### config.mk
export PLATFORM = sky130hd
export DESIGN_NAME = uart_tx_block
export DESIGN_NICKNAME = d
export VERILOG_FILES = /design/src/rtl/uart_tx_pkg.sv /design/src/rtl/uart_tx_block_tx_bit_timer.sv /design/src/rtl/uart_tx_block.sv
export SDC_FILE = /design/constraint.sdc
export NUM_CORES = 1
export LEC_CHECK = 0
export ABC_AREA = 1
export BUFFER_PORTS_ARGS = -buffer_cell sky130_fd_sc_hd__buf_2
export CORE_ASPECT_RATIO = 1.2
export CORE_UTILIZATION = 51
export DETAILED_ROUTE_END_ITERATION = 8
export GPL_TIMING_DRIVEN = 0
export PLACE_DENSITY = 0.8
export SETUP_SLACK_MARGIN = 0.15
export SLEW_MARGIN = 20
export SYNTH_ARGS = -nofsm -noshare
export SYNTH_HDL_FRONTEND = slang
export SYNTH_HIERARCHICAL = 1
export SYNTH_SLANG_ARGS = --single-unit
### constraint.sdc
create_clock -name clk -period 4.46 [get_ports clk]
set_input_delay 0.446 -clock clk [delete_from_list [all_inputs] [get_ports clk]]
set_output_delay 0.446 -clock clk [all_outputs]
set_load 0.005 [all_outputs]
### src/rtl/uart_tx_pkg.sv
// Shared types and constants for the UART transmit path.
package uart_tx_pkg;

    typedef enum logic [2:0] {
        IDLE,
        START,
        DATA,
        PARITY,
        STOP
    } tx_state_t;

    // Level the serial line rests at between frames (and during reset).
    localparam logic IDLE_LEVEL = 1'b1;

endpackage

### src/rtl/uart_tx_block_tx_bit_timer.sv
// Bit-period timer: counts 0..CLKS_PER_BIT-1 while enabled and flags the last count.
module tx_bit_timer #(
    parameter int CLKS_PER_BIT = 10
) (
    input  logic clk,
    input  logic n_rst,
    input  logic enable,
    input  logic clear,
    output logic rollover
);

    localparam int CW = (CLKS_PER_BIT > 2) ? $clog2(CLKS_PER_BIT) : 1;
    localparam logic [CW-1:0] LAST = CW'(CLKS_PER_BIT - 1);

    logic [CW-1:0] count_q, count_d;

    // Next count: clear wins, otherwise advance and wrap at the last count.
    always_comb begin
        count_d = count_q;
        if (clear) begin
            count_d = '0;
        end else if (enable) begin
            count_d = (count_q == LAST) ? '0 : count_q + 1'b1;
        end
    end

    // Counter register.
    always_ff @(posedge clk or negedge n_rst) begin
        if (!n_rst) begin
            count_q <= '0;
        end else begin
            count_q <= count_d;
        end
    end

    assign rollover = enable && !clear && (count_q == LAST);

endmodule

### src/rtl/uart_tx_block.sv
// UART transmitter: start bit, DATA_BITS data LSB-first, optional even parity, stop bit.
// Every output is a flop loaded with the value belonging to the next state, so the
// line changes exactly on the edge that enters each bit.
module uart_tx_block
    import uart_tx_pkg::*;
#(
    parameter int CLKS_PER_BIT = 10,
    parameter int DATA_BITS    = 8,
    parameter bit PARITY_EN    = 1'b0
) (
    input  logic                 clk,
    input  logic                 n_rst,
    input  logic                 tx_start,
    input  logic [DATA_BITS-1:0] tx_data,
    output logic                 tx_out,
    output logic                 tx_busy,
    output logic                 tx_done
);

    localparam int BW = $clog2(DATA_BITS);
    localparam logic [BW-1:0] LAST_BIT = BW'(DATA_BITS - 1);

    tx_state_t            state_q, state_d;
    logic [DATA_BITS-1:0] shift_q, shift_d;
    logic [BW-1:0]        bit_idx_q, bit_idx_d;
    logic                 parity_q, parity_d;
    logic                 tx_out_q, tx_out_d;
    logic                 busy_q, busy_d;
    logic                 done_q, done_d;

    logic                 bit_roll;
    logic                 accept;
    logic                 last_bit;

    assign accept   = (state_q == IDLE) && tx_start;
    assign last_bit = (bit_idx_q == LAST_BIT);

    // The timer only runs inside a frame; holding it cleared in IDLE keeps
    // every frame's first bit exactly CLKS_PER_BIT long.
    tx_bit_timer #(
        .CLKS_PER_BIT(CLKS_PER_BIT)
    ) u_timer (
        .clk     (clk),
        .n_rst   (n_rst),
        .enable  (state_q != IDLE),
        .clear   (state_q == IDLE),
        .rollover(bit_roll)
    );

    // State and registered outputs; reset forces the line idle immediately.
    always_ff @(posedge clk or negedge n_rst) begin
        if (!n_rst) begin
            state_q  <= IDLE;
            tx_out_q <= IDLE_LEVEL;
            busy_q   <= 1'b0;
            done_q   <= 1'b0;
        end else begin
            state_q  <= state_d;
            tx_out_q <= tx_out_d;
            busy_q   <= busy_d;
            done_q   <= done_d;
        end
    end

    // Next-state: each non-idle state lasts whole bit periods.
    always_comb begin
        state_d = state_q;
        unique case (state_q)
            IDLE:   if (tx_start) state_d = START;
            START:  if (bit_roll) state_d = DATA;
            DATA:   if (bit_roll && last_bit) state_d = PARITY_EN ? PARITY : STOP;
            PARITY: if (bit_roll) state_d = STOP;
            STOP:   if (bit_roll) state_d = IDLE;
            default: state_d = IDLE;
        endcase
    end

    // Output values for the cycle after this edge, derived from the next state.
    always_comb begin
        tx_out_d = IDLE_LEVEL;
        unique case (state_d)
            IDLE:   tx_out_d = IDLE_LEVEL;
            START:  tx_out_d = ~IDLE_LEVEL;
            DATA:   tx_out_d = shift_d[0];
            PARITY: tx_out_d = parity_q;
            STOP:   tx_out_d = IDLE_LEVEL;
            default: tx_out_d = IDLE_LEVEL;
        endcase
        busy_d = (state_d != IDLE);
        done_d = (state_q == STOP) && bit_roll;
    end

    // Datapath next values: capture on accept, shift after each data bit.
    always_comb begin
        shift_d   = shift_q;
        bit_idx_d = bit_idx_q;
        parity_d  = parity_q;
        if (accept) begin
            shift_d  = tx_data;
            parity_d = ^tx_data;
        end else if ((state_q == DATA) && bit_roll) begin
            shift_d   = shift_q >> 1;
            bit_idx_d = last_bit ? '0 : bit_idx_q + 1'b1;
        end
    end

    // Datapath registers.
    always_ff @(posedge clk or negedge n_rst) begin
        if (!n_rst) begin
            shift_q   <= '0;
            bit_idx_q <= '0;
            parity_q  <= 1'b0;
        end else begin
            shift_q   <= shift_d;
            bit_idx_q <= bit_idx_d;
            parity_q  <= parity_d;
        end
    end

    assign tx_out  = tx_out_q;
    assign tx_busy = busy_q;
    assign tx_done = done_q;

endmodule

# Yosys cells after proc, flatten, opt, wreduce, memory -nomap -nowiden
# Index checks and enable logic that the tools add are counted.
[totals]
regBits = 22
inputBits = 11
output_inout_bits = 3
wordCells = 48
[classes]
n_addsub = 2
n_eq_ne = 9
mux = 13
bitwise = 1
n_reduce_logical = 14
[ops]
columns = ["operator", "n"]
rows = [
  ["3-bit 2-to-1 mux", 6],
  ["8-bit 2-to-1 mux", 2],
  ["3-bit case mux with 5 select lines", 1],
  ["3-bit by 2-bit equality test with 1-bit output, second input constant", 4],
  ["4-bit 2-to-1 mux", 3],
  ["8-bit parity", 1],
  ["3-bit by 1-bit equality test with 1-bit output, second input constant", 2],
  ["3-bit equality test, second input constant", 2],
  ["1-bit logical AND", 6],
  ["3-bit nonzero test", 2],
  ["4-bit by 1-bit adder with 4-bit output, second input constant", 1],
  ["4-bit equality test, second input constant", 1],
  ["2-bit nonzero test", 2],
  ["3-bit by 1-bit adder with 3-bit output, second input constant", 1],
  ["3-bit zero test", 1],
  ["1-bit case mux with 3 select lines", 1],
  ["2-bit AND reduction", 1],
  ["1-bit zero test", 1],
  ["1-bit NOT", 1],
]

# Depth between registers and ports, before layout
[depth]
word_depth = 9
depth_mapped = 13
depth_no_buf = 13

# By module
# The synthesis kept the hierarchy.
[by_module_without_submodules]
columns = ["mod", "n_inst", "cells_each", "area_each_um2", "seq_area_each_um2"]
rows = [
  ["uart_tx_block", 1, 126, 1014.7, 451.7],
  ["tx_bit_timer", 1, 34, 242.7, 100.1],
]

# Worst setup path after synthesis
# OpenSTA, ideal clock, no wires.
[synth_path]
path_kind = "register to register"
startpoint = "register state_q[1]"
endpoint = "register busy_q, in the netlist tx_busy"
setup_time_ns = 0.127
t_arrival_ns = 1.779
required_ns = 4.333
setup_slack_ns = 2.554
stages_incl_launch_ff = 12
path_buffers = 0
period_less_slack_ns = 1.906
path_cell_list = "dfrtp_1 > nor2_4 > nand2_1 > inv_1 > inv_1 > nand2_1 > nor3_1 > inv_2 > o21ai_2 > nand2_2 > nor2_2 > o31ai_1"
[synth_via]
elab_chain_len = 8
elab_cells_between_ends = 17
cone_classes = "eq/ne: 4; mux: 6; reduce/logical: 7"
[synth_rtl]
columns = ["item", "line_no", "source"]
rows = [
  ["start, declared", "uart_tx_block.sv:23", "tx_state_t state_q, state_d;"],
  ["start signal, assigned", "uart_tx_block.sv:58", "state_q <= state_d;"],
  ["3-bit zero test", "uart_tx_block.sv:46", ".clear (state_q == IDLE),"],
  ["1-bit zero test", "uart_tx_block_tx_bit_timer.sv:36", "assign rollover = enable && !clear && (count_q == LAST);"],
  ["1-bit logical AND * (2 in series)", "uart_tx_block_tx_bit_timer.sv:36", ""],
  ["via bit_roll", "uart_tx_block.sv:31", "logic bit_roll;"],
  ["1-bit logical AND", "uart_tx_block.sv:71", "DATA: if (bit_roll && last_bit) state_d = PARITY_EN ? PARITY : STOP;"],
  ["3-bit 2-to-1 mux", "uart_tx_block.sv:71", ""],
  ["3-bit case mux with 5 select lines *", "uart_tx_block.sv:68", "unique case (state_q)"],
  ["via state_d[1]", "uart_tx_block.sv:23", ""],
  ["3-bit nonzero test *", "uart_tx_block.sv:89", "busy_d = (state_d != IDLE);"],
  ["via busy_d", "uart_tx_block.sv:28", "logic busy_q, busy_d;"],
  ["end signal, assigned", "uart_tx_block.sv:60", "busy_q <= busy_d;"],
  ["end, declared", "uart_tx_block.sv:28", ""],
]
# The timed path passes the listed nets; every way through them passes the cells marked *.
# A chain may end at the register's enable or synchronous reset.

# Worst setup path in the final report
# Ends and elaborated chain as after synthesis.

==> results.cfg <==
[outcome]
status = complete, no violations

[final_layout]
antenna_cells = 0
seqCellArea_um2 = 551.8
multi_input_area_um2 = 608.1
area_delta_synth_final_pct = 11.14
post-route-util_pct = 60.61
drive_gt1_share_pct = 21.47
nNetsFinal = 193
num-fill-cells = 225

[route]
drt_first_iter_violations = 51
drtAntennaViolNets = 0
wl_per_cell_um = 11.32
via_count = 1069
vias_per_cell = 5.139
wl_um = 2354
route.detailed.drc = 0
drt_first_pass_iters = 4

[sta]
hold_violations = 0
finalCritPeriodShare_pct = 49.15
final.setup_skew_ns = 0.0005338
final_max_slew_viol_count = 0
layout_setup_ws_ns = 2.268
tightest_slew_ns = 0.6448
max_freq_ghz = 0.4561
setup_viol = 0
period_needed_ns = 2.192
setup_tns_ns = 0
rsz0062_at_grt = no
slew_headroom_pct = 56.68

[floorplanning]
core-area_um2 = 2306
design.die.area_um2 = 2669
io_pins = 14
rows = 19
fp.dieW_um = 47.33
die_y_um = 56.40
start_util_pct = 54.53

[critical_path]
r2r_start = state_q[1]
crit_path_start_kind = register
crit_slowest_cell = dfrtp_1
worstPathCellList = nor2_4 -> nand2_1 -> inv_1 -> inv_1 -> nand2_1 -> nor3_1 -> inv_2 -> o21ai_2 -> nand2_2 -> nor2_2 -> o31ai_1
worstSetupPathType = reg2reg
r2r_cells = 11
max_stage_delay_ns = 0.53
cp_top_family = simple AND/OR/NAND/NOR gates
cp-end-kind = register
path_buf_inv = 3
crit_required_ns = 4.67
rrSetupSlack_ns = 2.27
arrival_ns = 2.40
r2r-end = tx_busy
crit_fanout = 7

[clocking]
post_cts_buffers = 0
cts_max_level = 1
tritoncts = done
root_buffer = clkbuf_4
cts.sinks = 22
numCtsBuffers = 3
clk_transition_reported_paths_ns = 0.12
hold_buffers = 0
clock_latency_ns = 0.31
cts_resized = 0
clk_path_buf_depth = 2

[power]
ir_drop_uv = 169.1
internal_power_uw = 258.4
p_seq_share_pct = 59.2
p_leak_uw = 0.0007592
netSwitchingFraction_pct = 23.26
combPwrFrac_pct = 7.5
switching_power_uw = 78.32
clock_power_share_pct = 33.3
p_per_area_nw_per_um2 = 240.9

[synthesis]
synth_cell_type_count = 27
ys_top_cells_by_area = dfrtp_1 42%, nand2_1 19%, inv_1 5.7%
synth-seq-cells = 22
async_flop_share_pct = 100.0
synth-seq-area-share_pct = 43.88
netlist_top_cells_count = 62 x nand2_1, 21 x dfrtp_1, 19 x inv_1
synth_most_common_cell = nand2_1
yosys_most_used_dff = dfrtp_1
synth.largest_area_cell = dfrtp_1
avgSynthCellArea_um2 = 7.859
synth_fp_nets = 175
synth_top_cell_area_share_pct = 41.79
synthCells = 160
yosysWarnings = 6
synth_area_um2 = 1257
synth_edf_count = 0

[global_route]
antenna_found_initial = 0
grt_overflow = 0
track_usage_pct = 20.89
grt_pass1_vias = 1005
grt_max_degree = 23
grt_pass1_wl_um = 3981

[hold_path]
holdCritPathClass = in2async

[placement]
io_buffers = 13
post-place-ws_ns = 2.303
gp_congestion = 0.7884
dp_hpwl_um = 1811

[job]
cap_violations = 0
through the flow:
step	power [uW]	hold slack, ns	area [um2]	cells
4_1_cts	337.8	0.08751	1398	208
5_1_grt	350.3	0.1071	1398	208
6_report	336.7	0.07261	1398	208
3_3_place_gp	226.7	0.4313	1361	204
3_5_place_dp	228.9	0.4366	1361	204
2_1_floorplan	215.6	0.1504	1257	160
cells by family (layout without fill, tap and decap cells):
family | after synthesis | count (layout) | share of synthesized area (%)
AO/OA/AOI/OAI | 11 | 11 | 6.368
XOR/XNOR | 5 | 5 | 3.483
adder cells (fa/ha/maj) | 4 | 4 | 3.980
buffers and inverters | 26 | 43 | 7.762
flip-flops | 22 | 22 | 43.88
AND/OR/NAND/NOR | 92 | 92 | 34.53
sequential cells by signal, indices dropped and copies added, names as in the netlist:
name,flops
tx_done,1
state_q,3
u_timer/count_q,4
tx_out,1
bit_idx_q,3
shift_q,8
parity_q,1
tx_busy,1
placed cells by master, fill, tap and decap left out, types with 3 or more instances in the layout:
master     n
nand2_1   62
dfrtp_1   21
inv_1     19
buf_2     13
nand3_1    8
inv_2      7
nor2_1     5
ha_1       4
nor2_2     3
nand4_1    3
nand2_2    3
o221ai_1   3
xor2_1     3
clkbuf_4   3
worst max path at each step:
stage | startpoint | end | slack, ns | cells after the start
final | state_q[1] | tx_busy | 2.27 | 11
after global routing | state_q[1] | tx_busy | 2.10 | 11
after CTS | state_q[1] | shift_q[6] | 2.28 | 11
after detailed placement | state_q[1] | tx_busy | 2.30 | 11
after global placement | state_q[1] | tx_busy | 2.35 | 11
after floorplan | state_q[1] | tx_busy | 2.55 | 11
power by group through the flow:
stage	clock network, uW	logic, uW	registers [uW]
floorplan	0	12.3	203
global placement	0	23.5	203
detailed placement	0	25.7	203
CTS	113	25.7	199
global route	121	29.6	200
finish	112	25.2	199
worst reg2reg max path: cells and delay by family, from the launching register on:
kind            cells  cell delay, ns
flops               1            0.53
buf+inv             3            0.27
compound gates      2            0.28
simple gates        6            1.01
layer usage:
metal  part of all wire [%]  GRT usage (%)  vias to the layer above
met2                     51          35.03                       29
met1                     43          24.95                      498
met5                      0              0                        -
met3                    3.3          2.894                        5
met4                    2.4          9.796                        0
li1                       -              -                      537
final cells by class:
cell class | instances | area share (%)
Sequential cell | 22 | 39.48
Timing Repair Buffer | 13 | 4.655
Tap cell | 31 | 2.775
Clock buffer | 4 | 2.596
Inverter | 26 | 6.983
Multi-Input combinational cell | 112 | 43.51
Note: power is estimated with default switching activity, not from simulation.
